File: config.mk
export PLATFORM = sky130hd
export DESIGN_NAME = key_search_ctrl
export DESIGN_NICKNAME = d
export VERILOG_FILES = /design/src/rtl/key_search_ctrl.sv
export SDC_FILE = /design/constraint.sdc
export NUM_CORES = 1
export LEC_CHECK = 0
export CAP_MARGIN = 5
export CORE_MARGIN = 2
export CORE_UTILIZATION = 51
export CTS_CLUSTER_SIZE = 14
export DETAILED_ROUTE_END_ITERATION = 10
export MAX_ROUTING_LAYER = met4
export PLACE_DENSITY = 0.84
export SYNTH_ARGS = -nofsm -noshare
export SYNTH_HDL_FRONTEND = slang
export SYNTH_SLANG_ARGS = --single-unit
File: constraint.sdc
create_clock -name clk -period 2.8 [get_ports clk]
set_input_delay 0.7 -clock clk [delete_from_list [all_inputs] [get_ports clk]]
set_output_delay 0.7 -clock clk [all_outputs]
set_load 0.02 [all_outputs]
File: src/rtl/key_search_ctrl.sv
// Key-search scheduler for the RC4 datapath: walks candidate keys, runs the datapath once per
// key, and scans the decrypted message in D memory for printable plaintext (a-z or space).
`timescale 1ns/1ps
module key_search_ctrl #(
  parameter int                KEY_W     = 22,
  parameter logic [KEY_W-1:0]  KEY_START = '0,
  parameter logic [KEY_W-1:0]  KEY_END   = {KEY_W{1'b1}},
  parameter int                MSG_LEN   = 32
) (
  input  logic             clk,
  input  logic             reset_n,
  input  logic             search_start,
  input  logic             search_abort,
  output logic             datapath_start,
  input  logic             datapath_done,
  output logic             datapath_done_ack,
  output logic [KEY_W-1:0] input_key,
  output logic [7:0]       chk_addr,
  input  logic [7:0]       chk_data,
  output logic             busy,
  output logic             key_found,
  output logic             key_exhausted,
  output logic [KEY_W-1:0] found_key
);

  localparam logic [7:0] LAST_ADDR = 8'(MSG_LEN - 1);

  typedef enum logic [3:0] {
    IDLE, LAUNCH, WAIT_DP, CHK_ADDR, CHK_WAIT, CHK_TEST, NEXT_KEY, DRAIN, FOUND, EXHAUSTED
  } state_t;

  state_t state;

  function automatic logic is_text(input logic [7:0] b);
    return ((b >= 8'h61) && (b <= 8'h7A)) || (b == 8'h20);
  endfunction

  always_ff @(posedge clk or negedge reset_n) begin
    if (!reset_n) begin
      state             <= IDLE;
      datapath_start    <= 1'b0;
      datapath_done_ack <= 1'b0;
      input_key         <= KEY_START;
      chk_addr          <= 8'd0;
      busy              <= 1'b0;
      key_found         <= 1'b0;
      key_exhausted     <= 1'b0;
      found_key         <= '0;
    end else begin
      datapath_start    <= 1'b0;
      datapath_done_ack <= 1'b0;
      case (state)
        IDLE, FOUND, EXHAUSTED: begin
          if (search_abort) begin
            state <= IDLE;
          end else if (search_start) begin
            state         <= LAUNCH;
            busy          <= 1'b1;
            key_found     <= 1'b0;
            key_exhausted <= 1'b0;
            input_key     <= KEY_START;
          end
        end
        // A done still high from an earlier run must not be mistaken for this run's completion.
        LAUNCH: begin
          if (search_abort) begin
            state <= IDLE;
            busy  <= 1'b0;
          end else if (!datapath_done) begin
            datapath_start <= 1'b1;
            state          <= WAIT_DP;
          end
        end
        WAIT_DP: begin
          if (search_abort) begin
            state <= DRAIN;
          end else if (datapath_done) begin
            datapath_done_ack <= 1'b1;
            chk_addr          <= 8'd0;
            state             <= CHK_ADDR;
          end
        end
        DRAIN: begin
          if (datapath_done) begin
            datapath_done_ack <= 1'b1;
            state             <= IDLE;
            busy              <= 1'b0;
          end
        end
        CHK_ADDR: begin
          if (search_abort) begin
            state <= IDLE;
            busy  <= 1'b0;
          end else begin
            state <= CHK_WAIT;
          end
        end
        // Extra wait lets the registered D-memory read settle before chk_data is tested.
        CHK_WAIT: begin
          if (search_abort) begin
            state <= IDLE;
            busy  <= 1'b0;
          end else begin
            state <= CHK_TEST;
          end
        end
        CHK_TEST: begin
          if (search_abort) begin
            state <= IDLE;
            busy  <= 1'b0;
          end else if (!is_text(chk_data)) begin
            state <= NEXT_KEY;
          end else if (chk_addr == LAST_ADDR) begin
            found_key <= input_key;
            key_found <= 1'b1;
            busy      <= 1'b0;
            state     <= FOUND;
          end else begin
            chk_addr <= chk_addr + 8'd1;
            state    <= CHK_ADDR;
          end
        end
        NEXT_KEY: begin
          if (search_abort) begin
            state <= IDLE;
            busy  <= 1'b0;
          end else if (input_key == KEY_END) begin
            key_exhausted <= 1'b1;
            busy          <= 1'b0;
            state         <= EXHAUSTED;
          end else begin
            input_key <= input_key + 1'b1;
            state     <= LAUNCH;
          end
        end
        default: begin
          state <= IDLE;
          busy  <= 1'b0;
        end
      endcase
    end
  end

endmodule

# After elaboration in Yosys (flattened, before gate mapping)
# Index checks and enable logic that the tools add are counted.
[classes]
reduce_logical = 15
addsub = 2
n_eq_ne = 31
order_cmp = 2
bitwise = 2
n_mux = 51
[ops]
columns = ["cell", "count"]
rows = [
  ["22-bit 2-to-1 mux", 4],
  ["4-bit 2-to-1 mux", 12],
  ["22-bit case mux with 2 select lines", 1],
  ["8-bit 2-to-1 mux", 5],
  ["4-bit case mux with 8 select lines", 1],
  ["2-bit inequality test, second input constant", 12],
  ["22-bit by 1-bit adder with 22-bit output, second input constant", 1],
  ["22-bit equality test, second input constant", 1],
  ["1-bit 2-to-1 mux", 21],
  ["3-bit inequality test, second input constant", 6],
  ["4-bit by 3-bit equality test with 1-bit output, second input constant", 4],
  ["8-bit case mux with 2 select lines", 1],
  ["6-bit AND reduction", 2],
  ["5-bit AND reduction", 2],
  ["8-bit by 1-bit adder with 8-bit output, second input constant", 1],
  ["4-bit by 2-bit equality test with 1-bit output, second input constant", 2],
  ["4-bit equality test, second input constant", 2],
  ["8-bit by 5-bit equality test with 1-bit output, second input constant", 1],
  ["8-bit by 6-bit equality test with 1-bit output, second input constant", 1],
  ["8-bit by 7-bit greater-or-equal comparator with 1-bit output, second input constant", 1],
  ["8-bit by 7-bit less-or-equal comparator with 1-bit output, second input constant", 1],
  ["4-bit AND reduction", 2],
  ["8-bit AND reduction", 1],
  ["3-bit 2-to-1 mux", 2],
  ["10 further kinds", 16],
]
[word_totals]
word_cells = 112
reg_bits = 61
output_inout_bits = 57
input_bits = 13

# Depth between registers and ports, before layout
# Gate-level depths: netlist of run 1.
[logic_depth]
depth_word = 6
ltp_mapped = 8

# Worst setup path after synthesis of run 1
# Ideal clock, no wire load.
[synth_path]
kind = "input -> register"
startpoint = "in search_abort"
endpoint = "reg found_key[10]"
n_path_buf = 1
required_time_ns = 2.675
setup_slack_ns = 0.461
arrival_time_ns = 2.214
cell_stages = 5
cell_sequence = "or3b_1 -> nor3_2 -> nor4b_4 -> buf_6 -> mux2_2"
[synth_between]
elab_chain_len = 2
[synth_lines]
columns = ["element", "line", "text"]
rows = [
  ["start: declaration", "13", "input logic search_abort,"],
  ["1-bit inverter (no line)", "--", ""],
  ["4-bit AND reduction (no line)", "--", ""],
  ["end signal: assignment", "114", "found_key <= input_key;"],
  ["end: declaration", "23", "output logic [KEY_W-1:0] found_key"],
]
# Every way passes these cells.
# A chain may end at the register's enable or synchronous reset.

# Worst setup path in the final report of run 1
[layout_path]
startpoint = "reg chk_addr[0]"
endpoint = "reg state[0]"
[layout_between]
elab_chain_len = 5
[layout_lines]
columns = ["element", "line", "text"]
rows = [
  ["start: declaration", "18", "output logic [7:0] chk_addr,"],
  ["start signal: assignment", "119", "chk_addr <= chk_addr + 8'd1;"],
  ["8-bit by 5-bit equality test with 1-bit output", "113", "end else if (chk_addr == LAST_ADDR) begin"],
  ["4-bit 2-to-1 mux", "113", ""],
  ["4-bit 2-to-1 mux", "111", "end else if (!is_text(chk_data)) begin"],
  ["4-bit 2-to-1 mux", "108", "if (search_abort) begin"],
  ["4-bit case mux with 8 select lines", "52", "case (state)"],
  ["end signal: assignment", "55", "state <= IDLE;"],
  ["end signal: assignment", "109", "state <= IDLE;"],
  ["end signal: assignment", "112", "state <= NEXT_KEY;"],
  ["end: declaration", "32", "state_t state;"],
]
# Every way passes these cells.

==> impl_metrics.py, run 1 <==
metrics = {
    "clock_tree": {
        "clk_latency_ns": 0.34,
        "cts_tree": "built",
        "cts_hold_buf": 0,
        "cts_root_buf": "clkbuf_8",
        "post_cts_buffers": 0,
        "ctsLongestPathBuffers": 2,
        "cts_inserted_buffers": 9,
        "path_clk_slew_ns": 0.07,
        "htree_levels": 3,
        "post_cts_resize_count": 0,
        "cts.sinks": 61,
    },
    "synthesis": {
        "synth_compound_area_share_pct": 16.1,
        "synth.distinct_cells": 58,
        "synth_top_cell_area_share_pct": 47.9,
        "synthMuxAreaShare_pct": 9.07,
        "syn-num-nets": 325,
        "yosys.area.top_type": "dfrtp_1",
        "synth-edff-count": 0,
        "ys_warn_count": 0,
        "synth_ff_type": "dfrtp_1",
        "ys_seq_area_share_pct": 47.9,
        "syn_area_per_cell_um2": 10.3,
        "ys_ff_latch": 61,
        "synth-simple-area-share_pct": 21.2,
        "syn-cell-area_um2": 3190,
        "synthCells": 310,
        "synth_commonest_cells": "dfrtp_1 (61), nand2_1 (25), mux2_2 (19), nor2_1 (19), nand3_1 (18)",
        "synth.most_common_cell": "dfrtp_1",
        "synth_top_family_by_area": "simple AND/OR/NAND/NOR gates",
        "synth_area_leaders": "dfrtp_1 (48%), mux2_2 (6.7%), nand2_1 (2.9%), nand3_1 (2.8%), a31oi_1 (2.6%)",
        "synth_xor_area_share_pct": 1.10,
        "async_flop_share_pct": 100,
        "synthAdderAreaFrac_pct": 0.786,
    },
    "worst_setup_path": {
        "r2r_slack_ns": 0.22,
        "reg2reg_depth": 7,
        "crit_fanout": 5,
        "path_class": "register to register",
        "start_kind": "register",
        "r2r-end": "state[0]",
        "cp.required_ns": 3.01,
        "end_kind": "register",
        "worstPathArrival_ns": 2.80,
        "r2r-start": "chk_addr[0]",
    },
    "layout": {
        "nNetsFinal": 406,
        "final_cells": 470,
        "drive_gt1_share_pct": 15.2,
        "antenna_cells": 0,
        "n_fill_cell": 444,
        "area_growth_syn_to_layout_pct": 33.2,
    },
    "placement": {
        "dp_hpwl_um": 5750,
        "place.gp.congestion": 0.922,
        "placedCellCount": 455,
        "io_buffers": 69,
    },
    "route": {
        "dr.first_iter.drc_count": 240,
        "avgViaCountPerCell": 6.21,
        "drc_errors": 0,
        "drt-total-wl_um": 8540,
        "vias": 2921,
        "drtAntennaViolNets": 0,
        "dr.pass1.iters": 5,
        "wire_per_inst_um": 18.2,
    },
    "timing": {
        "period_needed_ns": 2.58,
        "setup_tns_ns": 0,
        "slew_headroom_pct": 65.3,
        "skew_ns": 0.00782,
        "finalCritPeriodShare_pct": 92.3,
        "tightest_slew_ns": 0.521,
        "fmaxAchievable_mhz": 387,
        "hold_viol": 0,
        "slew_violations": 0,
        "finalSetupViolCount": 0,
        "rsz0062_at_grt": "false",
    },
    "power": {
        "powerDensity_nw_per_um2": 592,
        "ir_drop_mv": 0.467,
        "leakage_uw": 0.00184,
    },
    "job": {
        "drv_cap": 0,
    },
    "outcome": {
        "status": "complete, no violations",
    },
    "global_route": {
        "grt_pass1_vias": 2858,
        "grt_overflow": 0,
        "grt_max_degree": 31,
        "grt_pass1_wl_um": 14200,
        "antenna_found_initial": 0,
        "grt_usage_pct": 26.5,
    },
    "floorplan": {
        "die_w_um": 83.0,
        "core_region_area_um2": 5990,
        "die_h_um": 83.0,
        "die_area_um2": 6890,
        "rows": 28,
        "io_pins": 70,
        "initial_core_util_pct": 53.2,
    },
    "worst_hold_path": {
        "hold_path.class": "input pin to asynchronous set/reset pin",
    },
}
-- sequential cells by signal, indices dropped and copies added, names as in the netlist --
name,count
datapath_start,1
chk_addr,8
busy,1
state,4
key_exhausted,1
key_found,1
input_key,22
found_key,22
datapath_done_ack,1
-- power breakdown --
group	switching, uW	internal (uW)
Clock	354	547
Combinational	312	240
Sequential	123	934
Total	790	1720
-- area by class of cell --
class                           count  area, um^2  share of cell area [%]
Multi-Input combinational cell    225        1540                    36.4
Sequential cell                    61        1530                    36.0
Timing Repair Buffer               86         826                    19.5
Clock buffer                       12         155                    3.66
Tap cell                           75        93.8                    2.21
Clock inverter                      3        68.8                    1.62
Inverter                            8        30.0                   0.708
-- cell families after synthesis --
kind of cell,count (synthesis)
AOI/OAI and AO/OA,73
xor gates and xnor gates,4
adders and majority gates,2
buffers and inverters,24
DFF,61
muxes,26
and+or+nand+nor,120
-- layout by cell type (no fill, tap or decap), types with 3 or more instances in the layout --
| master | n |
|---|---|
| nand3_1 | 18 |
| a21oi_1 | 12 |
| and2_1 | 4 |
| and3_1 | 7 |
| clkdlybuf4s50_1 | 68 |
| nor2_1 | 19 |
| nor3_1 | 6 |
| nand2b_1 | 5 |
| nor4_1 | 6 |
| inv_1 | 8 |
| o21ai_0 | 7 |
| mux2i_1 | 3 |
| dfrtp_1 | 61 |
| a21o_1 | 3 |
| nand4_1 | 9 |
| a31oi_1 | 13 |
| mux2_1 | 4 |
| buf_4 | 16 |
| o31ai_1 | 5 |
| clkbuf_8 | 11 |
| and4_1 | 4 |
| mux2_2 | 19 |
| xnor2_1 | 4 |
| nand2_1 | 25 |
| a21boi_0 | 3 |
| a211o_1 | 3 |
| nor4b_1 | 3 |
-- per-stage QoR --
step	hold slack (ns)	instance area (um^2)	total power [uW]	util (%)	setup WS (ns)
final	0.167	4240	2510	70.8	0.216
after global routing	0.167	4240	2620	70.8	0.187
after CTS	0.160	4240	2510	70.8	0.255
after detailed placement	0.475	4020	1600	67.1	0.0292
after global placement	0.468	4020	1570	67.1	0.0758
after floorplan	0.404	3190	1360	-	0.461
-- how the worst max path moves through the flow --
stage,startpoint,end,cells past startpoint
after floorplan,search_abort,found_key[10],5
after global placement,search_abort,found_key[4],6
after detailed placement,search_abort,found_key[21],6
after CTS,chk_addr[0],state[0],7
after global routing,chk_addr[0],state[0],7
final,chk_addr[0],state[0],7
-- routing by layer --
metal	GRT usage (%)	vias to the layer above	share of wire [%]
li1	-	1343	-
met1	36.0	1422	44
met2	38.7	129	47
met3	5.37	27	6.1
met4	11.8	0	2.6
met5	-	-	0
-- critical path, stage by stage, from the launching register on --
cell and delay (ns):
dfrtp_1 0.44, ha_1 0.27, or4b_1 0.56, o211ai_1 0.46, nor3_1 0.12, buf_4 0.17, a221oi_1 0.30, mux2i_1 0.13
Note: power is estimated with default switching activity, not from simulation.
==> run 2: changes to the inputs <==
--- a/config.mk
+++ b/config.mk
@@ -6,7 +6,6 @@
 export NUM_CORES = 1
 export LEC_CHECK = 0
 export CAP_MARGIN = 5
-export CORE_MARGIN = 2
 export CORE_UTILIZATION = 51
 export CTS_CLUSTER_SIZE = 14
 export DETAILED_ROUTE_END_ITERATION = 10
==> run 2 against run 1 <==
Effect of this change: sequential cell count did not move; worst setup slack better by 0.14 ns; via count down 0.45%; final cell count did not move; combinational power increased by 5.1%; utilization up 0.50 points; final area increased by 0.12%; critical path depth fell by 1; power shrank 1.4%; global-route usage increased by 0.59 points; first-iteration DRC count is 18% higher; count of clock-buffer cells in the layout is 3 lower; critical path type is now input pin to register; critical endpoint is now found_key[1]; largest cell class unchanged.
==> impl_metrics.py, run 2 (synthesis gave the netlist of run 1 again) <==
metrics = {
    "outcome": {
        "status": "complete, no violations",
    },
    "timing": {
        "tightest_slew_ns": 0.665,
        "postLayoutSetupSlackWorst_ns": 0.359,
        "setup_tns_ns": 0,
        "hold_viol": 0,
        "finalCritPeriodShare_pct": 87.2,
        "fmaxAchievable_mhz": 410,
        "slew_headroom_pct": 55.6,
        "rsz0062_at_grt": "false",
        "slew_violations": 0,
        "period_needed_ns": 2.44,
        "skew_ns": 0.0121,
        "finalSetupViolCount": 0,
    },
    "power": {
        "power_uw": 2480,
        "ir_drop_mv": 0.386,
        "seqPwrFrac_pct": 41.2,
        "powerDensity_nw_per_um2": 583,
        "p_int_uw": 1690,
        "leakage_uw": 0.00184,
        "clkPwrFrac_pct": 35.4,
        "switching_power_uw": 786,
        "swShare_pct": 31.7,
        "pwr-share-comb_pct": 23.4,
    },
    "clock_tree": {
        "cts_root_buf": "clkbuf_8",
        "htree_levels": 3,
        "post_cts_resize_count": 0,
        "cts_tree": "built",
        "ctsLongestPathBuffers": 2,
        "path_clk_slew_ns": 0.08,
        "clk_latency_ns": 0.35,
        "cts.sinks": 61,
        "post_cts_buffers": 0,
        "cts_hold_buf": 0,
        "cts_inserted_buffers": 9,
    },
    "floorplan": {
        "initial_core_util_pct": 53.5,
        "die_w_um": 81.0,
        "io_pins": 70,
        "die_h_um": 81.0,
        "rows": 28,
        "core_region_area_um2": 5960,
        "die_area_um2": 6570,
    },
    "route": {
        "vias": 2908,
        "dr.pass1.iters": 4,
        "dr.first_iter.drc_count": 284,
        "avgViaCountPerCell": 6.19,
        "drtAntennaViolNets": 0,
        "drt-total-wl_um": 7980,
        "wire_per_inst_um": 17.0,
        "drc_errors": 0,
    },
    "layout": {
        "largestRegisters": "found_key x22, input_key x22, chk_addr x8",
        "nNetsFinal": 405,
        "antenna_cells": 0,
        "final_cell_mix": "clkdlybuf4s50_1 (68), dfrtp_1 (61), nand2_1 (25)",
        "area_growth_syn_to_layout_pct": 33.3,
        "final_util_pct": 71.3,
        "drive_gt1_share_pct": 15.4,
        "layout_commonest_cell": "clkdlybuf4s50_1",
        "final_cells": 470,
        "n_fill_cell": 441,
    },
    "worst_setup_path": {
        "worstPathArrival_ns": 2.66,
        "end_kind": "register",
        "crit_fanout": 24,
        "start_kind": "input pin",
        "cp.required_ns": 3.02,
        "path_class": "input pin to register",
    },
    "placement": {
        "dp_hpwl_um": 5530,
        "placedCellCount": 454,
        "pre_cts_ws_ns": 0.0239,
        "place.gp.congestion": 0.921,
        "io_buffers": 69,
    },
    "global_route": {
        "antenna_found_initial": 0,
        "grt_overflow": 0,
        "grt_pass1_vias": 2737,
        "grt_usage_pct": 27.1,
        "grt_pass1_wl_um": 13200,
        "grt_max_degree": 38,
    },
    "job": {
        "drv_cap": 0,
    },
    "worst_hold_path": {
        "hold_path.class": "input pin to asynchronous set/reset pin",
    },
}
[run 2: per-stage QoR]
stage               area, um^2  hold WS [ns]
floorplan                 3190         0.404
global placement          4020         0.467
detailed placement        4020         0.484
CTS                       4250         0.369
global route              4250         0.389
finish                    4250         0.349
[run 2: cell type report]
cell class	instances	area [um^2]	share of cell area [%]
clock inverter	7	100	2.36
sequential	61	1530	35.9
clock buffer	9	124	2.92
timing repair buffer	85	831	19.6
multi-input combinational	225	1540	36.3
inverter	8	30.0	0.707
tap	75	93.8	2.21
[run 2: metal layers]
metal	share of wire, %	track usage (%)	vias to the layer above
met5	0	-	-
met4	0.89	9.29	0
met3	5.5	6.07	8
met2	47	40.0	115
met1	46	36.8	1436
li1	-	-	1349
[run 2: path summary, 6_finish.rpt]
path                               start             to  slack, ns  cells past startpoint
min in group clk           found_key[15]  found_key[15]       0.49                      1
setup / recovery            search_abort   found_key[1]       0.36                      6
hold reg to reg            found_key[15]  found_key[15]       0.49                      1
max in group asynchronous        reset_n    chk_addr[4]       1.85                      2
hold / removal                   reset_n  found_key[13]       0.35                      1
setup reg to reg             chk_addr[0]       state[0]       0.41                      7
[run 2: worst max-delay path: stages]
cell and delay [ns]:
clkdlybuf4s50_1 0.43, or3b_1 0.42, nor3_2 0.25, nor4b_4 0.28, buf_12 0.23, mux2_2 0.35
[run 2: power by group through the flow]
stage,clock network [uW],registers (uW),logic [uW]
floorplan,0,1040,322
global route,921,1030,635
finish,876,1020,580
detailed placement,0,1030,573
global placement,0,1030,563
CTS,880,1020,575
